==> src/rtl/led_blink_multi_pkg.sv <==
// led_blink_multi_pkg: shared definitions for the multi-channel LED blinker.
//   mode_t       - channel mode encodings (OFF / ON / BLINK / ONESHOT)
//   ch_width()   - channel-select width, at least 1 bit
//   DUTY_DEFAULT - PWM duty after reset (full brightness); used only when
//                  LED_BLINK_PWM_DIM_EN is defined
package led_blink_multi_pkg;

  typedef enum logic [1:0] {
    MODE_OFF     = 2'b00,
    MODE_ON      = 2'b01,
    MODE_BLINK   = 2'b10,
    MODE_ONESHOT = 2'b11
  } mode_t;

  localparam logic [3:0] DUTY_DEFAULT = 4'd15;

  function automatic int ch_width(input int n);
    return (n > 1) ? $clog2(n) : 1;
  endfunction

endpackage

==> src/rtl/led_blink_chan.sv <==
// led_blink_chan: one LED channel. Holds mode, half-period, tick counter and
// LED state. A write always beats a tick arriving in the same cycle.
// Ports:
//   clock, reset_n       - clock, synchronous active-low reset
//   tick                 - one-cycle prescaler enable
//   wr                   - write strobe for this channel (already decoded)
//   wr_mode, wr_half     - config carried with the write
//   wr_duty, pwm_cnt     - PWM duty and shared PWM phase (LED_BLINK_PWM_DIM_EN only)
//   led                  - registered LED drive
// Optional: LED_BLINK_PWM_DIM_EN adds duty storage and PWM gating of led.
module led_blink_chan
  import led_blink_multi_pkg::*;
#(
  parameter int CNT_W = 16
) (
  input  logic             clock,
  input  logic             reset_n,
  input  logic             tick,
  input  logic             wr,
  input  mode_t            wr_mode,
  input  logic [CNT_W-1:0] wr_half,
`ifdef LED_BLINK_PWM_DIM_EN
  input  logic [3:0]       wr_duty,
  input  logic [3:0]       pwm_cnt,
`endif
  output logic             led
);

  mode_t            mode_q, mode_d;
  logic [CNT_W-1:0] half_q, half_d;
  logic [CNT_W-1:0] cnt_q, cnt_d;
  logic             raw_q, raw_d;
  logic             at_end;

  // cnt never exceeds half-1, so this compare is the only terminal condition
  assign at_end = (cnt_q == half_q - 1'b1);

  always_comb begin
    mode_d = mode_q;
    half_d = half_q;
    cnt_d  = cnt_q;
    raw_d  = raw_q;
    if (wr) begin
      mode_d = wr_mode;
      half_d = (wr_half == '0) ? CNT_W'(1) : wr_half;
      cnt_d  = '0;
      raw_d  = (wr_mode != MODE_OFF);
    end else if (tick) begin
      case (mode_q)
        MODE_BLINK: begin
          if (at_end) begin
            raw_d = ~raw_q;
            cnt_d = '0;
          end else begin
            cnt_d = cnt_q + 1'b1;
          end
        end
        MODE_ONESHOT: begin
          if (at_end) begin
            raw_d  = 1'b0;
            mode_d = MODE_OFF;
          end else begin
            cnt_d = cnt_q + 1'b1;
          end
        end
        default: ;  // OFF / ON hold
      endcase
    end
  end

  always_ff @(posedge clock) begin
    if (!reset_n) begin
      mode_q <= MODE_OFF;
      half_q <= CNT_W'(1);
      cnt_q  <= '0;
      raw_q  <= 1'b0;
    end else begin
      mode_q <= mode_d;
      half_q <= half_d;
      cnt_q  <= cnt_d;
      raw_q  <= raw_d;
    end
  end

`ifdef LED_BLINK_PWM_DIM_EN
  logic [3:0] duty_q, duty_d;
  logic       led_q;

  assign duty_d = wr ? wr_duty : duty_q;

  // Gate from next-state values so a write is still visible with latency 1.
  always_ff @(posedge clock) begin
    if (!reset_n) begin
      duty_q <= DUTY_DEFAULT;
      led_q  <= 1'b0;
    end else begin
      duty_q <= duty_d;
      led_q  <= raw_d && (pwm_cnt <= duty_d);
    end
  end

  assign led = led_q;
`else
  assign led = raw_q;
`endif

endmodule

==> src/rtl/led_blink_multi.sv <==
// led_blink_multi: multi-channel runtime-configurable LED blinker.
// A shared prescaler emits a one-cycle tick every CLK_HZ/TICK_HZ clocks;
// CHANNELS independent led_blink_chan instances count half-periods in ticks.
// Ports:
//   clock, reset_n   - clock, synchronous active-low reset
//   cfg_valid/ready  - write handshake (ready is 1 every cycle after reset)
//   cfg_ch           - target channel; values >= CHANNELS are accepted and dropped
//   cfg_mode         - 00 OFF, 01 ON, 10 BLINK, 11 ONESHOT
//   cfg_half         - half-period in ticks (0 is treated as 1)
//   cfg_duty         - PWM duty 0..15 (LED_BLINK_PWM_DIM_EN only)
//   led              - LED drive, active high
//   tick             - prescaler pulse, for debug / sync
// Optional: LED_BLINK_PWM_DIM_EN enables per-channel PWM dimming.
// TICK_DIV = CLK_HZ/TICK_HZ must be >= 2 and divide exactly.
module led_blink_multi
  import led_blink_multi_pkg::*;
#(
  parameter  int CLK_HZ   = 50_000_000,
  parameter  int TICK_HZ  = 1000,
  parameter  int CHANNELS = 4,
  parameter  int CNT_W    = 16,
  localparam int CH_W     = ch_width(CHANNELS)
) (
  input  logic                clock,
  input  logic                reset_n,
  input  logic                cfg_valid,
  output logic                cfg_ready,
  input  logic [CH_W-1:0]     cfg_ch,
  input  logic [1:0]          cfg_mode,
  input  logic [CNT_W-1:0]    cfg_half,
`ifdef LED_BLINK_PWM_DIM_EN
  input  logic [3:0]          cfg_duty,
`endif
  output logic [CHANNELS-1:0] led,
  output logic                tick
);

  localparam int TICK_DIV = CLK_HZ / TICK_HZ;
  localparam int PCNT_W   = $clog2(TICK_DIV);
  localparam logic [PCNT_W-1:0] PCNT_LAST = PCNT_W'(TICK_DIV - 1);

  logic [PCNT_W-1:0] pcnt;
  logic              pwrap;

  assign pwrap = (pcnt == PCNT_LAST);

  always_ff @(posedge clock) begin
    if (!reset_n) begin
      pcnt      <= '0;
      tick      <= 1'b0;
      cfg_ready <= 1'b0;
    end else begin
      cfg_ready <= 1'b1;
      tick      <= pwrap;
      pcnt      <= pwrap ? '0 : pcnt + 1'b1;
    end
  end

`ifdef LED_BLINK_PWM_DIM_EN
  logic [3:0] pwm_cnt;

  always_ff @(posedge clock) begin
    if (!reset_n) pwm_cnt <= '0;
    else          pwm_cnt <= pwm_cnt + 4'd1;
  end
`endif

  logic  accept;
  mode_t wr_mode;

  assign accept  = cfg_valid && cfg_ready;
  assign wr_mode = mode_t'(cfg_mode);

  // Out-of-range cfg_ch matches no instance, so such writes vanish.
  for (genvar i = 0; i < CHANNELS; i++) begin : g_chan
    logic wr;
    assign wr = accept && (cfg_ch == CH_W'(i));

    led_blink_chan #(.CNT_W(CNT_W)) u_chan (
      .clock   (clock),
      .reset_n (reset_n),
      .tick    (tick),
      .wr      (wr),
      .wr_mode (wr_mode),
      .wr_half (cfg_half),
`ifdef LED_BLINK_PWM_DIM_EN
      .wr_duty (cfg_duty),
      .pwm_cnt (pwm_cnt),
`endif
      .led     (led[i])
    );
  end

endmodule

==> config.mk <==
export PLATFORM = sky130hd
export DESIGN_NAME = led_blink_multi
export DESIGN_NICKNAME = d
export VERILOG_FILES = /design/src/rtl/led_blink_multi_pkg.sv /design/src/rtl/led_blink_chan.sv /design/src/rtl/led_blink_multi.sv
export SDC_FILE = /design/constraint.sdc
export NUM_CORES = 1
export LEC_CHECK = 0
export BUFFER_PORTS_ARGS = -buffer_cell sky130_fd_sc_hd__buf_2
export CAP_MARGIN = 20
export CORE_MARGIN = 8
export CORE_UTILIZATION = 63
export DETAILED_ROUTE_END_ITERATION = 12
export PLACE_DENSITY = 0.88
export SYNTH_ARGS = -nofsm -noshare
export SYNTH_HDL_FRONTEND = slang
export SYNTH_SLANG_ARGS = --single-unit
export TNS_END_PERCENT = 5
==> constraint.sdc <==
create_clock -name clock -period 3.9 [get_ports clock]
set_input_delay 0.78 -clock clock [delete_from_list [all_inputs] [get_ports clock]]
set_output_delay 0.78 -clock clock [all_outputs]
set_load 0.03 [all_outputs]
==> results of run 1 <==
## state kept, by name, summed over array words and instances, names as in the netlist
name,flops
g_chan.u_chan.cnt_q,64
g_chan.u_chan.half_q,64
pcnt,16
g_chan.u_chan.mode_q,8
g_chan.u_chan.led,4
cfg_ready,1
tick,1
## per-stage QoR
stage          total power [uW]  cell area (um2)  hold slack [ps]  instances
3_3_place_gp               1990             9260              447       1338
2_1_floorplan              1920             9110              430       1181
3_5_place_dp               2000             9260              452       1338
4_1_cts                    3600             9830              466       1368
5_1_grt                    3710             9830              477       1368
6_report                   3590             9830              466       1368
## worst min path at each step
stage / depth (start not counted) / end / slack [ps]
5_1_grt: 1 / pcnt[0] / 480
2_1_floorplan: 1 / pcnt[0] / 430
4_1_cts: 1 / pcnt[0] / 470
6_report: 1 / pcnt[0] / 470
3_3_place_gp: 1 / pcnt[0] / 450
3_5_place_dp: 1 / pcnt[0] / 450
## cell usage after synthesis (3+ instances only)
library cell / count
nand2b_1: 12
nand4b_1: 4
o211ai_1: 11
a21oi_1: 117
xnor2_1: 66
nor2_1: 88
o21bai_1: 7
and3b_1: 3
inv_1: 20
or4b_2: 3
or2_2: 10
a211oi_1: 14
o22ai_1: 4
buf_2: 9
buf_6: 4
clkbuf_1: 45
a31oi_1: 9
nand3_1: 47
buf_4: 5
ha_1: 9
o21ai_0: 28
nor4_1: 20
nor4b_1: 4
xor2_1: 33
nor2b_1: 4
nand2_1: 199
nand3b_1: 5
nand4_1: 25
a2111oi_0: 3
buf_1: 3
and2_1: 13
a311oi_1: 6
nor3b_1: 6
or4_1: 20
a22o_2: 4
and3_1: 18
nor3_1: 38
or3_1: 27
a21o_1: 6
o31ai_1: 19
dfxtp_1: 158
mux2i_1: 4
## cells by family (layout without fill, tap and decap cells)
logic type	Yosys count	after routing	synth area share, %
multiplexers	6	6	0.687
flip-flops	158	158	34.7
buffers and inverters	88	91	4.30
AO/OA/AOI/OAI	261	261	18.4
AND/OR/NAND/NOR	560	560	31.1
XOR/XNOR	99	99	9.52
adder cells (fa/ha/maj)	9	9	1.24
## layout make-up
class	count	area, um2
Timing Repair Buffer	40	230
Clock inverter	7	87.6
Clock buffer	23	478
Multi-Input combinational cell	935	5560
Tap cell	184	230
Sequential cell	158	3160
Inverter	21	78.8
Fill cell	1166	4490
## cells in the final DEF (no fill, tap or decap), types with 5 or more instances in the layout
cell       count
a211oi_1      14
a21o_1         6
a21oi_1      117
a311oi_1       6
a31oi_1        9
and2_1        13
and3_1        18
buf_2         28
buf_4         12
clkbuf_16     17
dfxtp_1      158
ha_1           9
inv_1         20
nand2_1      199
nand2b_1      12
nand3_1       47
nand3b_1       5
nand4_1       25
nor2_1        88
nor3_1        37
nor3b_1        6
nor4_1        20
o211ai_1      11
o21ai_0       28
o21bai_1       7
o31ai_1       19
or2_2         10
or3_1         27
or4_1         20
xnor2_1       66
xor2_1        33
## critical path, cell delays in order, from the launching register on
cell and delay (ps):
dfxtp_1 360, inv_1 80, ha_1 270, or4b_4 530, nor4_2 440, and4b_1 270
a311oi_1 70, a2111oi_4 620, nand2_1 190, or3_1 330, a311oi_1 270
## power by group
part           switching [uW]  internal (uW)
registers                29.7           1640
logic                     200            110
clock network             636            981
## layer usage
| layer | global-route usage, % | share of wire, % | wire [um] |
|---|---|---|---|
| met5 | 0 | 0 | 0 |
| met4 | 10.3 | 2.5 | 570 |
| met3 | 4.32 | 7.5 | 1700 |
| met2 | 40.1 | 47 | 10600 |
| met1 | 31.3 | 43 | 9830 |
==> impl_metrics.ini, run 1 <==
[route]
wl_mm = 22.7
vias = 8570
antenna_left = 0
drc = 0
dr.pass1.iters = 8
viasPerCell = 6.26
wl_per_cell_um = 16.6
dr.first_iter.drc_count = 814

[floorplanning]
pin_count = 29
fp.dieArea_um2 = 18600
die_h_um = 136
die_w_um = 136
fp.coreArea_um2 = 14300
core.rowCount = 44
initial_core_util_pct = 63.6

[timing]
finalSetupViolations = 0
fmax_mhz = 283
tightest_slew_ps = 1080
tns_ps = 0
fin_ws_ps = 371
timing.final.max_slew_violations = 0
skew_ps = 7.52
slew_headroom_pct = 27.4
rsz0062_at_grt = no
finalHoldViolations = 0
period_share_pct = 90.5
fin_crit_ps = 3530

[synth]
synth_top_area_share_pct = 34.7
synth-seq-cells = 158
synth_cell_types = 81
async_flop_share_pct = 0
synth_top_area_cell = dfxtp_1
ys_seq_area_share_pct = 34.7
synth_area_leaders = dfxtp_1 35%, nand2_1 8.2%, a21oi_1 6.4%
synth_cells = 1181
synth_edf_count = 0
syn-mean-instance-area_um2 = 7.71
ys_warn_count = 0
synth_area_um2 = 9110
syn-num-nets = 1213
synthFlopType = dfxtp_1

[cells_and_area]
syn_to_final_growth_pct = 7.88
nNetsFinal = 1205
antenna_cells = 0
final_util_pct = 68.7
drive_above_1_share_pct = 8.61

[clock_network]
cts_setup_buffers = 0
cts_made_buffers = 17
clock_path_buffers = 2
ctsResizeCount = 0
cts_htree_levels = 4
cts_tree = yes
root_buffer = clkbuf_16
worstSkewPairLatency_ps = 430
clock_sinks = 158
clk_pin_slew_worst_paths_ps = 60
ctsHoldBuffers = 0

[worst_setup_path]
cp-endpoint = g_chan[0].u_chan.led
reg2reg_setup_slack_ps = 370
worstPathRequired_ps = 4230
cp-end-kind = flip-flop
path_max_fanout = 9
r2r_cells = 10
start_kind = flip-flop
r2r-start = g_chan[0].u_chan.half_q[0]
crit_type = flip-flop to flip-flop
crit_start = g_chan[0].u_chan.half_q[0]
timing.rr.end = g_chan[0].u_chan.led
arrival_ps = 3860

[grt]
grt_pass1_vias = 7799
grt_max_degree = 70
grt_antenna_before_repair = 0
grt_pass1_wl_mm = 37.2
grt_overflow = 0
grt_use_total_pct = 24.5

[power]
vdd_drop_max_uv = 346
power_per_cell_area_nw_per_um2 = 365
leakage_uw = 0.00340

[run_status]
status = completed

[min_path]
min_path_type = flip-flop to flip-flop
min_from = pcnt[0]

[placed_design]
globalplace.congestion = 0.936
dpl.hpwl_mm = 15.8
pre_cts_ws_ps = 461
numPortBuffers = 28

[job]
cap_violations = 0
Power figures use the tool's default switching activity.
==> inputs of run 2 (changes only) <==
Settings changed: CELL_PAD_IN_SITES_DETAIL_PLACEMENT set to 1, CELL_PAD_IN_SITES_GLOBAL_PLACEMENT set to 1, CORE_UTILIZATION 63 to 47, MAX_ROUTING_LAYER set to met4, PLACE_DENSITY 0.88 to 0.87.
==> run 2 against run 1 <==
Critical path depth is the same. Setup slack lost 10 ps. Combinational power grew 6.5%. Critical path type unchanged. Critical endpoint is now g_chan[3].u_chan.cnt_q[8]. Sequential share of layout area shrank 0.46 points. Non-clock buffer count grew 3. Die area grew 30%. Final cell count grew 6.3%.
==> impl_metrics.ini, run 2 (synthesized netlist as in run 1, its figures left out) <==
[run_status]
status = completed

[placed_design]
dpl.hpwl_mm = 19.1
globalplace.congestion = 0.887
dp_cells = 1421
numPortBuffers = 28

[floorplanning]
fp.dieArea_um2 = 24100
die_w_um = 155
initial_core_util_pct = 47.3
die_h_um = 155
fp.coreArea_um2 = 19300
pin_count = 29
core.rowCount = 51

[cells_and_area]
top_regs = g_chan.u_chan.cnt_q: 64 flops, g_chan.u_chan.half_q: 64 flops, pcnt: 16 flops
n_fill_cell = 2455
nNetsFinal = 1208
final_cells = 1454
drive_above_1_share_pct = 9.25
antenna_cells = 0
syn_to_final_growth_pct = 9.45
final_common_cell = nand2_1
final_cell_mix = 199 x nand2_1, 158 x dfxtp_1, 117 x a21oi_1, 88 x nor2_1, 66 x xnor2_1

[timing]
fin_crit_ps = 3540
finalSetupViolations = 0
tightest_slew_ps = 784
slew_headroom_pct = 47.6
rsz0062_at_grt = no
holdWs_ps = 468
period_share_pct = 90.7
timing.final.max_slew_violations = 0
tns_ps = 0
skew_ps = 10.5
fmax_mhz = 283
finalHoldViolations = 0

[clock_network]
ctsHoldBuffers = 0
cts_made_buffers = 17
clock_path_buffers = 2
cts_htree_levels = 4
root_buffer = clkbuf_16
cts_tree = yes
clock_sinks = 158
clk_pin_slew_worst_paths_ps = 60
ctsResizeCount = 0
worstSkewPairLatency_ps = 440
cts_setup_buffers = 0

[route]
wl_per_cell_um = 18.7
top_layer = met4
drc = 0
met3_length_mm = 1.39
wl_mm = 27.1
vias = 8837
dr.pass1.iters = 5
viasPerCell = 6.08
antenna_left = 0
met2_wirelength_mm = 13.2
met1_length_mm = 11.9
dr.first_iter.drc_count = 612

[worst_setup_path]
worstPathRequired_ps = 4220
timing.rr.end = g_chan[3].u_chan.cnt_q[8]
path_buf_inv = 1
reg2reg_setup_slack_ps = 360
critical_path.cell_chain = inv_1 > ha_1 > or4b_2 > nor4_1 > nor3b_1 > a2111oi_0 > and4bb_1 > nor3_1 > xnor2_1 > nor2_1
cp-end-kind = flip-flop
crit_start = g_chan[3].u_chan.half_q[0]
crit_type = flip-flop to flip-flop
crit_cells = 10
cp_slowest_stage_delay_ps = 700
cp-endpoint = g_chan[3].u_chan.cnt_q[8]
path_max_fanout = 14
r2r-start = g_chan[3].u_chan.half_q[0]
arrival_ps = 3860
crit_slowest_cell = or4b_2
crit_family = simple AND/OR/NAND/NOR gates
start_kind = flip-flop
r2r_cells = 10

[grt]
grt_pass1_vias = 8831
grt_use_total_pct = 23.2
grt_max_degree = 70
grt_pass1_wl_mm = 44.4
grt_overflow = 0
grt_antenna_before_repair = 0

[power]
power_per_cell_area_nw_per_um2 = 369
leakage_uw = 0.00342
vdd_drop_max_uv = 312

[job]
cap_violations = 0

[min_path]
min_path_type = flip-flop to flip-flop
==> run 2: cell count changes in the layout (fill, tap and decap cells not counted), moves of 2 or more <==
| cell | delta |
|---|---|
| buf_4 | +3 |
| clkbuf_1 | -2 |
| clkbuf_8 | -2 |
| clkinv_4 | +4 |
| clkinvlp_4 | +2 |
==> run 2: area by class of cell <==
class                   instances  area (um2)  area share, %
clock buffers                  19         443           4.44
flip-flops and latches        158        3160           31.7
multi-input cells             935        5560           55.8
inverters                      21        78.8          0.791
well taps                     265         332           3.33
clock inverters                13         141           1.42
repair buffers                 43         253           2.53
==> run 2: worst reg2reg max path: cells and delay by family (launching register included) <==
family,cells,cell delay [ps]
xor+xnor,1,270
simple gates,6,1990
flops,1,370
buf+inv,1,80
compound gates,1,420
fa+ha+maj,1,290
==> run 2: how the worst min path moves through the flow <==
stage,from,to,cells after the start
detailed placement,pcnt[0],pcnt[0],1
floorplan,pcnt[0],pcnt[0],1
global route,g_chan[2].u_chan.half_q[15],g_chan[2].u_chan.half_q[15],2
finish,pcnt[0],pcnt[0],1
global placement,pcnt[0],pcnt[0],1
CTS,pcnt[0],pcnt[0],1
==> run 2: per-stage QoR <==
stage	cell area [um2]	power, uW	util, %	worst slack (ps)
3_3_place_gp	9380	2010	48.7	653
4_1_cts	9960	3700	51.7	449
6_report	9970	3680	51.7	361
2_1_floorplan	9110	1920	-	797
3_5_place_dp	9380	2020	48.7	498
5_1_grt	9970	3800	51.7	176
==> run 2: layer usage <==
metal	GRT usage, %	vias up
met5	-	-
met4	8.32	0
met3	4.22	52
met2	38.7	204
met1	27.6	4358
li1	-	4223
==> run 2: report_power, final <==
part	internal, uW	leakage [uW]	switching [uW]
sequential	1630	0.00128	31.3
combinational	118	0.00186	213
clock	961	0.000279	723
==> inputs of run 3 (changes only) <==
Settings changed: ABC_CLOCK_PERIOD_IN_PS set to 3900, PLACE_DENSITY 0.87 to not set, PLACE_DENSITY_LB_ADDON set to 0.1.
==> run 3 against run 2 <==
Via count is 2.1% lower. Fmax fell by 1.8%. Clock power hardly changed. Global-route usage increased by 0.12 points. Combinational power about the same. Critical path depth unchanged. First-iteration DRC count shrank 38%. Setup slack got worse by 67 ps. Non-clock buffer count rose by 1. Critical path type unchanged. Critical endpoint is now g_chan[0].u_chan.led. Largest cell class unchanged.
==> impl_metrics.ini, run 3 (synthesized netlist as in run 1, its figures left out) <==
[worst_setup_path]
cp-end-kind = flip-flop
crit_slowest_cell = a2111oi_4
crit_type = flip-flop to flip-flop
cp_slowest_stage_delay_ps = 570
worstPathRequired_ps = 4240
start_kind = flip-flop
critical_path.cell_chain = inv_1 > ha_1 > or4b_4 > nor4_2 > mux2i_1 > nand3b_1 > a2111oi_4 > nand2_1 > or3_1 > a311oi_1
path_max_fanout = 9
arrival_ps = 3940

[clock_network]
ctsHoldBuffers = 0
worstSkewPairLatency_ps = 430
clk_pin_slew_worst_paths_ps = 70
cts_made_buffers = 17
clock_path_buffers = 2
ctsResizeCount = 0
cts_htree_levels = 4
cts_setup_buffers = 0
cts_tree = yes
root_buffer = clkbuf_16
clock_sinks = 158

[floorplanning]
core.rowCount = 51
die_h_um = 155
initial_core_util_pct = 47.3
die_w_um = 155
pin_count = 29
fp.dieArea_um2 = 24100
fp.coreArea_um2 = 19300

[timing]
skew_ps = 8.18
slew_headroom_pct = 48.2
fin_crit_ps = 3610
fmax_mhz = 277
tightest_slew_ps = 777
timing.final.max_slew_violations = 0
tns_ps = 0
finalSetupViolations = 0
rsz0062_at_grt = no
holdWs_ps = 470
period_share_pct = 92.4
finalHoldViolations = 0

[power]
leakage_uw = 0.00342
power.share.clock_pct = 46.0
p_seq_share_pct = 45.1
internal_power_uw = 2760
switchingPower_uw = 934
vdd_drop_max_uv = 265
combPwrFrac_pct = 8.9
swShare_pct = 25.3
power_per_cell_area_nw_per_um2 = 370

[route]
dr.pass1.iters = 5
dr.first_iter.drc_count = 381
wl_mm = 26.7
top_layer = met4
drc = 0
met3_length_um = 894
met1_length_mm = 12.4
antenna_left = 0
vias = 8648
viasPerCell = 5.95
met2_wirelength_mm = 12.8
wl_per_cell_um = 18.4

[grt]
grt_antenna_before_repair = 0
grt_pass1_vias = 8744
grt_overflow = 0
grt_pass1_wl_mm = 44.7
grt_max_degree = 70
grt_use_total_pct = 23.3

[job]
cap_violations = 0

[placed_design]
globalplace.congestion = 0.831
numPortBuffers = 28
dp_cells = 1423
dpl.hpwl_mm = 19.2

[run_status]
status = completed

[cells_and_area]
n_fill_cell = 2425
drive_above_1_share_pct = 9.17
antenna_cells = 0
top_regs = g_chan.u_chan.cnt_q: 64 flops, g_chan.u_chan.half_q: 64 flops, pcnt: 16 flops
final_cells = 1454
final_cell_mix = 199 x nand2_1, 158 x dfxtp_1, 117 x a21oi_1, 88 x nor2_1, 66 x xnor2_1
nNetsFinal = 1209
final_common_cell = nand2_1
syn_to_final_growth_pct = 9.57

[min_path]
min_path_type = flip-flop to flip-flop
-- run 3: cell count changes in the layout (fill, tap and decap cells not counted), sizes merged --
cell      delta
clkinv       -5
clkbuf       +3
buf          +1
clkinvlp     +1
-- run 3: power groups by stage --
stage / Clock (uW) / Sequential, uW / Combinational, uW
after detailed placement: 0 / 1700 / 322
after floorplan: 0 / 1690 / 229
after global placement: 0 / 1700 / 315
after CTS: 1730 / 1660 / 326
final: 1700 / 1670 / 328
after global routing: 1800 / 1670 / 359
-- run 3: worst paths after layout --
kind	slack, ps	endpoint	cells after the start	startpoint
max	290	g_chan[0].u_chan.led	10	g_chan[0].u_chan.half_q[0]
min	470	pcnt[0]	1	pcnt[0]
max reg2reg	290	g_chan[0].u_chan.led	10	g_chan[0].u_chan.half_q[0]
min reg2reg	470	pcnt[0]	1	pcnt[0]
-- run 3: worst max-delay path: cells and delay by family (launching register included) --
kind | cells | cell delay [ps]
muxes | 1 | 300
and+or+nand+nor | 5 | 1670
buffers and inverters | 1 | 90
adders and majority gates | 1 | 270
AOI/OAI and AO/OA | 2 | 820
DFF | 1 | 370
-- run 3: area by class of cell --
cell class,count,area [um2],share of cell area [%]
multi-input combinational,935,5560,55.7
sequential,158,3160,31.7
clock buffer,22,484,4.85
tap,265,332,3.32
timing repair buffer,44,260,2.61
clock inverter,9,109,1.09
inverter,21,78.8,0.790
-- run 3: routing by layer --
layer,global-route usage [%],vias up
met3,4.13,45
li1,-,4215
met1,29.1,4245
met4,6.70,0
met2,38.0,143
met5,-,-
-- run 3: metrics by stage --
step	setup slack (ps)	area [um2]	total power, uW	utilization (%)
final	294	9980	3690	51.8
after global routing	55.6	9980	3820	51.8
after CTS	326	9980	3720	51.8
after detailed placement	430	9390	2020	48.7
after global placement	572	9390	2010	48.7
after floorplan	797	9110	1920	-
